### src/rtl/dmem_pkg.sv
// Shared definitions for the data-memory arbiter: access-size encodings,
// sequencer state type and the size-to-byte-count helper.
package dmem_pkg;

  localparam logic [1:0] SIZE_8  = 2'b00;
  localparam logic [1:0] SIZE_16 = 2'b01;
  localparam logic [1:0] SIZE_32 = 2'b10;

  typedef enum logic [0:0] {
    IDLE  = 1'b0,
    ISSUE = 1'b1
  } state_e;

  // Number of bytes touched by an access of the given size; the illegal
  // encoding reports 4 so range checks stay conservative.
  function automatic logic [2:0] size_bytes(input logic [1:0] size);
    logic [2:0] n;
    case (size)
      SIZE_8:  n = 3'd1;
      SIZE_16: n = 3'd2;
      SIZE_32: n = 3'd4;
      default: n = 3'd4;
    endcase
    return n;
  endfunction

endpackage

### src/rtl/dmem_req_check.sv
// Combinational legality check of a memory request: illegal size,
// misalignment for 16/32-bit accesses, or an access running past the end
// of the memory all flag an error.
module dmem_req_check
  import dmem_pkg::*;
#(
  parameter int XLEN = 32,
  parameter int SIZE = 512
) (
  input  logic [1:0]      size_i,
  input  logic [XLEN-1:0] addr_i,
  output logic            err_o
);

  // One extra bit so addr + bytes cannot wrap around at the top of the space.
  localparam logic [XLEN:0] LIMIT = (XLEN+1)'(SIZE * 4);

  logic [2:0]    bytes_s;
  logic [XLEN:0] end_addr_s;
  logic          misaligned_s;

  // Derive byte count, exclusive end address and alignment fault.
  always_comb begin
    bytes_s    = size_bytes(size_i);
    end_addr_s = {1'b0, addr_i} + {{(XLEN-2){1'b0}}, bytes_s};
    case (size_i)
      SIZE_8:  misaligned_s = 1'b0;
      SIZE_16: misaligned_s = addr_i[0];
      SIZE_32: misaligned_s = |addr_i[1:0];
      default: misaligned_s = 1'b1;
    endcase
    err_o = misaligned_s | (end_addr_s > LIMIT);
  end

endmodule

### src/rtl/dmem_arbiter.sv
// Two-port round-robin arbiter and sequencer in front of the single-cycle
// data memory. Port 0 is the CPU load/store unit, port 1 the debug/DMA
// loader. A request is accepted in IDLE, issued to memory for one cycle
// (memory acts on the mid-cycle negedge) and completed at the next posedge.
module dmem_arbiter
  import dmem_pkg::*;
#(
  parameter int XLEN = 32,
  parameter int SIZE = 512
) (
  input  logic            clk,
  input  logic            rst,
  input  logic            p0_req,
  input  logic            p0_write,
  input  logic [1:0]      p0_size,
  input  logic [XLEN-1:0] p0_addr,
  input  logic [XLEN-1:0] p0_wdata,
  output logic            p0_gnt,
  output logic            p0_done,
  output logic            p0_err,
  output logic [XLEN-1:0] p0_rdata,
  input  logic            p1_req,
  input  logic            p1_write,
  input  logic [1:0]      p1_size,
  input  logic [XLEN-1:0] p1_addr,
  input  logic [XLEN-1:0] p1_wdata,
  output logic            p1_gnt,
  output logic            p1_done,
  output logic            p1_err,
  output logic [XLEN-1:0] p1_rdata,
  output logic            mem_en,
  output logic            mem_write,
  output logic [1:0]      mem_size,
  output logic [XLEN-1:0] mem_addr,
  output logic [XLEN-1:0] mem_wdata,
  input  logic [XLEN-1:0] mem_rdata
);

  state_e          state_q, state_d;
  logic            rr_last_q, rr_last_d;
  logic            owner_q, owner_d;
  logic            err_q, err_d;
  logic            mem_en_q, mem_en_d;
  logic            mem_write_q, mem_write_d;
  logic [1:0]      mem_size_q, mem_size_d;
  logic [XLEN-1:0] mem_addr_q, mem_addr_d;
  logic [XLEN-1:0] mem_wdata_q, mem_wdata_d;
  logic            p0_gnt_q, p0_gnt_d, p1_gnt_q, p1_gnt_d;
  logic            p0_done_q, p0_done_d, p1_done_q, p1_done_d;
  logic            p0_err_q, p0_err_d, p1_err_q, p1_err_d;
  logic [XLEN-1:0] p0_rdata_q, p0_rdata_d, p1_rdata_q, p1_rdata_d;

  logic            any_req_s, both_req_s, sel_port_s, sel_write_s, sel_err_s;
  logic [1:0]      sel_size_s;
  logic [XLEN-1:0] sel_addr_s, sel_wdata_s;
  logic [XLEN-1:0] load_data_s;

  // Pick the candidate port: a lone requester wins, a tie goes to the port
  // that did not win the previous tie.
  always_comb begin
    any_req_s  = p0_req | p1_req;
    both_req_s = p0_req & p1_req;
    if (both_req_s) begin
      sel_port_s = ~rr_last_q;
    end else if (p1_req) begin
      sel_port_s = 1'b1;
    end else begin
      sel_port_s = 1'b0;
    end
    if (sel_port_s) begin
      sel_write_s = p1_write;
      sel_size_s  = p1_size;
      sel_addr_s  = p1_addr;
      sel_wdata_s = p1_wdata;
    end else begin
      sel_write_s = p0_write;
      sel_size_s  = p0_size;
      sel_addr_s  = p0_addr;
      sel_wdata_s = p0_wdata;
    end
  end

  dmem_req_check #(
    .XLEN (XLEN),
    .SIZE (SIZE)
  ) u_req_check (
    .size_i (sel_size_s),
    .addr_i (sel_addr_s),
    .err_o  (sel_err_s)
  );

  // Stores and rejected requests return zero; only a good load returns data.
  always_comb begin
    if (err_q | mem_write_q) begin
      load_data_s = {XLEN{1'b0}};
    end else begin
      load_data_s = mem_rdata;
    end
  end

  // Sequencer next state: accept in IDLE, complete in ISSUE. Pulses default
  // low; mem_* fields hold their values unless a new request is latched.
  always_comb begin
    state_d     = state_q;
    rr_last_d   = rr_last_q;
    owner_d     = owner_q;
    err_d       = err_q;
    mem_en_d    = 1'b0;
    mem_write_d = mem_write_q;
    mem_size_d  = mem_size_q;
    mem_addr_d  = mem_addr_q;
    mem_wdata_d = mem_wdata_q;
    p0_gnt_d    = 1'b0;
    p1_gnt_d    = 1'b0;
    p0_done_d   = 1'b0;
    p1_done_d   = 1'b0;
    p0_err_d    = 1'b0;
    p1_err_d    = 1'b0;
    p0_rdata_d  = {XLEN{1'b0}};
    p1_rdata_d  = {XLEN{1'b0}};
    case (state_q)
      IDLE: begin
        if (any_req_s) begin
          state_d     = ISSUE;
          owner_d     = sel_port_s;
          err_d       = sel_err_s;
          mem_en_d    = ~sel_err_s;
          mem_write_d = sel_write_s;
          mem_size_d  = sel_size_s;
          mem_addr_d  = sel_addr_s;
          mem_wdata_d = sel_wdata_s;
          if (both_req_s) begin
            rr_last_d = sel_port_s;
          end else begin
            rr_last_d = rr_last_q;
          end
          if (sel_port_s) begin
            p1_gnt_d = 1'b1;
          end else begin
            p0_gnt_d = 1'b1;
          end
        end else begin
          state_d = IDLE;
        end
      end
      ISSUE: begin
        state_d = IDLE;
        if (owner_q) begin
          p1_done_d  = 1'b1;
          p1_err_d   = err_q;
          p1_rdata_d = load_data_s;
        end else begin
          p0_done_d  = 1'b1;
          p0_err_d   = err_q;
          p0_rdata_d = load_data_s;
        end
      end
      default: begin
        state_d = IDLE;
      end
    endcase
  end

  // State and output registers; reset clears everything and hands the
  // first tie to port 0.
  always_ff @(posedge clk) begin
    if (rst) begin
      state_q     <= IDLE;
      rr_last_q   <= 1'b1;
      owner_q     <= 1'b0;
      err_q       <= 1'b0;
      mem_en_q    <= 1'b0;
      mem_write_q <= 1'b0;
      mem_size_q  <= 2'b00;
      mem_addr_q  <= {XLEN{1'b0}};
      mem_wdata_q <= {XLEN{1'b0}};
      p0_gnt_q    <= 1'b0;
      p1_gnt_q    <= 1'b0;
      p0_done_q   <= 1'b0;
      p1_done_q   <= 1'b0;
      p0_err_q    <= 1'b0;
      p1_err_q    <= 1'b0;
      p0_rdata_q  <= {XLEN{1'b0}};
      p1_rdata_q  <= {XLEN{1'b0}};
    end else begin
      state_q     <= state_d;
      rr_last_q   <= rr_last_d;
      owner_q     <= owner_d;
      err_q       <= err_d;
      mem_en_q    <= mem_en_d;
      mem_write_q <= mem_write_d;
      mem_size_q  <= mem_size_d;
      mem_addr_q  <= mem_addr_d;
      mem_wdata_q <= mem_wdata_d;
      p0_gnt_q    <= p0_gnt_d;
      p1_gnt_q    <= p1_gnt_d;
      p0_done_q   <= p0_done_d;
      p1_done_q   <= p1_done_d;
      p0_err_q    <= p0_err_d;
      p1_err_q    <= p1_err_d;
      p0_rdata_q  <= p0_rdata_d;
      p1_rdata_q  <= p1_rdata_d;
    end
  end

  assign p0_gnt    = p0_gnt_q;
  assign p1_gnt    = p1_gnt_q;
  assign p0_done   = p0_done_q;
  assign p1_done   = p1_done_q;
  assign p0_err    = p0_err_q;
  assign p1_err    = p1_err_q;
  assign p0_rdata  = p0_rdata_q;
  assign p1_rdata  = p1_rdata_q;
  assign mem_en    = mem_en_q;
  assign mem_write = mem_write_q;
  assign mem_size  = mem_size_q;
  assign mem_addr  = mem_addr_q;
  assign mem_wdata = mem_wdata_q;

endmodule

### config.mk
export PLATFORM = sky130hd
export DESIGN_NAME = dmem_arbiter
export DESIGN_NICKNAME = d
export VERILOG_FILES = /design/src/rtl/dmem_pkg.sv /design/src/rtl/dmem_req_check.sv /design/src/rtl/dmem_arbiter.sv
export SDC_FILE = /design/constraint.sdc
export NUM_CORES = 1
export LEC_CHECK = 0
export ABC_AREA = 1
export ABC_CLOCK_PERIOD_IN_PS = 6400
export CAP_MARGIN = 20
export CORE_MARGIN = 10
export CORE_UTILIZATION = 30
export CTS_BUF_LIST = sky130_fd_sc_hd__clkbuf_4
export DETAILED_ROUTE_END_ITERATION = 12
export HOLD_SLACK_MARGIN = 0.1
export SETUP_SLACK_MARGIN = 0.02
export SLEW_MARGIN = 5
export SYNTH_ARGS = -nofsm -noshare
export SYNTH_HDL_FRONTEND = slang
export SYNTH_SLANG_ARGS = --single-unit
### constraint.sdc
create_clock -name clk -period 6.4 [get_ports clk]
set_clock_uncertainty 0.05 [all_clocks]
set_input_delay 1.28 -clock clk [delete_from_list [all_inputs] [get_ports clk]]
set_output_delay 1.28 -clock clk [all_outputs]
set_load 0.005 [all_outputs]
==> results by group <==
Synthesis
  • Area share of xor/xnor cells in the synthesized design: 0.534%
  • Area share of the largest cell type after synthesis: 43.3%
  • #FFs+latches synth: 142
  • Multiplexer share of the synthesized area: 0.152%
  • Leading area contributor after synthesis: dfxtp_1
  • Adder-cell share of the synthesized area: 0.877%
  • Post-Syn Instances: 921
  • Synth Area per Inst: 7.13 um2
  • Syn nets: 1095
  • Post-synthesis compound-gate area fraction: 13.2%
  • Simple-gate share of the synthesized area: 31.6%
  • Synth cell types: 35
  • Synth Warn #: 0
  • Cell Area, Synth: 6570 um2
  • Sequential share of the synthesized area: 43.3%
  • Top cells by area, synth: dfxtp_1, nand2_1, o21ai_0
  • Largest family of logic cells by synthesized area: simple AND/OR/NAND/NOR gates

Floorplanning
  • DIE HEIGHT: 168 um
  • Row cnt: 54
  • Die area: 28200 um2
  • Initial Util: 30.3%
  • I/O pin count: 308
  • Die width: 168 um
  • Core ar.: 21700 um2

Clocking
  • Post-CTS sizing: 0
  • CTS Buf Count: 17
  • Post-CTS Setup Inserts: 0
  • TritonCTS clock tree: yes
  • Clock Sinks: 142
  • Clock Tree Buf Depth: 2
  • CTS H-tree depth: 4
  • Register clock-pin slew on the reported worst setup and hold paths: 140 ps
  • # hold bufs at CTS: 0
  • Clock latency on the worst-skew pair: 530 ps
  • Root buffer cell: clkbuf_4

Power
  • Worst vdd ir: 0.0847 mV
  • Power density cells: 206 nW/um2
  • Leakage power: 4.27 nW

Place
  • Routability Congestion: 0.860
  • Dpl hpwl: 19100 um
  • Input/output buffers: 307
  • Placed instance area: 9780 um2

Detailed routing
  • DRT met1 WL: 11300 um
  • DR vias: 6902
  • Final wirelength: 25000 um
  • WL/cell: 16.7 um
  • DRT Pass-1 Iters: 5
  • Wire length on met3: 1870 um
  • Post-route ant nets: 0
  • Post-route DRC: 0
  • Routed vias/inst: 4.61
  • DRT iter0 DRCs: 432
  • Met2 wire len: 11600 um
  • Top sig layer: met4

Timing
  • Worst slew pin tran: 734 ps
  • Final Setup Violations: 0
  • Final Hold Viols: 0
  • Fin Setup TNS: 0 ps
  • Final Cycle Share: 76.8%
  • F_max: 203 MHz
  • Period minus WS final: 4920 ps
  • RSZ-0062 raised after global routing: no
  • Max-slew headroom: 51.0%
  • Pins Over Slew Limit: 0

Global routing
  • Largest net degree at the start of global routing: 72
  • Congestion Overflow GR: 0
  • First-pass GRT wire length: 38200 um
  • Vias in the first global route: 6521
  • Initial antenna violation count: 1
  • Total GRT Usage: 16.8%

Worst setup path
  • WP data arrival: 5310 ps
  • CP Capture Type: flop
  • Worst EP required: 6790 ps
  • CP Max Fanout: 43
  • Crit path kind: primary input to flop
  • Worst Setup Start Kind: primary input

Outcome
  • Status: completed

Final layout
  • Syn-to-layout area delta: 54.4%
  • Nets: 1376
  • Fin area: 10100 um2
  • Share of layout cells above drive strength 1: 8.07%

Flow run
  • MaxCap Viol Count: 0

Min path
  • Hold Crit Class: flop to flop
## where the power goes
group          internal [mW]  leakage, nW  total [mW]  switching, mW
sequential             0.936         1.16       0.960         0.0240
clock                  0.190        0.166       0.613          0.424
combinational          0.253         2.94       0.511          0.258
total                   1.38         4.27        2.08          0.706
## registers in the layout, summed over array words and instances, names as in the netlist, 2 cells and up
name and count:
mem_addr 32, mem_size 2, p0_rdata 32, p1_rdata 32, mem_wdata 32
## stage by stage
step | hold slack [ps] | worst slack (ps) | power (mW) | utilization [%] | instances
finish | 429 | 1480 | 2.08 | 46.7 | 1496
global route | 446 | 1150 | 2.21 | 46.7 | 1496
CTS | 434 | 1580 | 2.11 | 46.5 | 1493
detailed placement | 421 | 953 | 1.49 | 45.1 | 1461
global placement | 421 | 1060 | 1.49 | 45.0 | 1459
floorplan | 385 | 2390 | 1.22 | - | 921
## synthesized netlist by cell type, drive strengths merged
master / number
ha: 3
a31oi: 34
clkbuf: 41
fa: 1
o21ai: 89
nand2: 248
xor2: 3
o21bai: 1
mux2i: 1
a21oi: 36
nor3: 72
nor2: 61
inv: 108
nand4: 8
nand3: 46
buf: 13
nand3b: 10
or2: 3
dfxtp: 142
xnor2: 1
## cell usage in the layout (no fill, tap or decap), types with 3 or more instances in the layout
| master | instances |
|---|---|
| a21oi_1 | 36 |
| a31oi_1 | 34 |
| buf_4 | 5 |
| clkbuf_4 | 17 |
| clkdlybuf4s50_1 | 307 |
| clkinv_8 | 5 |
| dfxtp_1 | 142 |
| ha_1 | 3 |
| inv_1 | 100 |
| inv_2 | 7 |
| inv_6 | 3 |
| inv_8 | 4 |
| nand2_1 | 227 |
| nand2_2 | 15 |
| nand2_4 | 6 |
| nand3_1 | 44 |
| nand3b_1 | 10 |
| nand4_1 | 7 |
| nor2_1 | 45 |
| nor2_2 | 9 |
| nor2_4 | 7 |
| nor3_1 | 71 |
| o21ai_0 | 78 |
| o21ai_1 | 6 |
| o21ai_2 | 5 |
| or2_2 | 3 |
| xor2_1 | 3 |
## worst max-delay path, cell delays in order
cell             delay, ps
clkdlybuf4s50_1        480
nand2_4                260
nand2_4                330
inv_2                  320
buf_4                  430
nand2_1                140
nand2_1                120
ha_1                   200
fa_1                   210
nand2_1                 70
nand2_1                 80
nand3_2                130
nor2_4                 240
nand2_2                120
nor2_2                 110
nand2_1                140
o21ai_1                180
nand3_1                110
nor2_2                 110
nand3_2                100
nor2_1                  90
nor2_1                  40
## final cells by class
cell class              count  area (um2)
clock inverters            15         186
clock buffers              17         128
multi-input cells         617        3040
diodes                      1        2.50
repair buffers            316        3180
inverters                 108         407
well taps                 280         350
fillers                  2183       11600
flip-flops and latches    142        2840
## logic make-up (layout without fill, tap and decap cells)
kind of cell / after synthesis / count (layout)
compound gates: 160 / 160
xor+xnor: 4 / 4
fa+ha+maj: 4 / 4
buf+inv: 162 / 456
flops: 142 / 142
mux: 1 / 1
other cells: 0 / 1
simple gates: 448 / 448
## path summary, 6_finish.rpt
path	start	to	slack, ps	cells after the start
max	p0_req	err_q	1480	22
min	owner_q	p1_done	430	2
max reg2reg	rr_last_q	err_q	2390	21
min reg2reg	owner_q	p1_done	430	2
## layer usage
layer  track usage [%]  vias up
met1              21.3     3092
met5                 0        -
met2              26.7      233
li1                  -     3558
met4              4.43        0
met3              5.54       19
(Power assumes the default switching activity.)
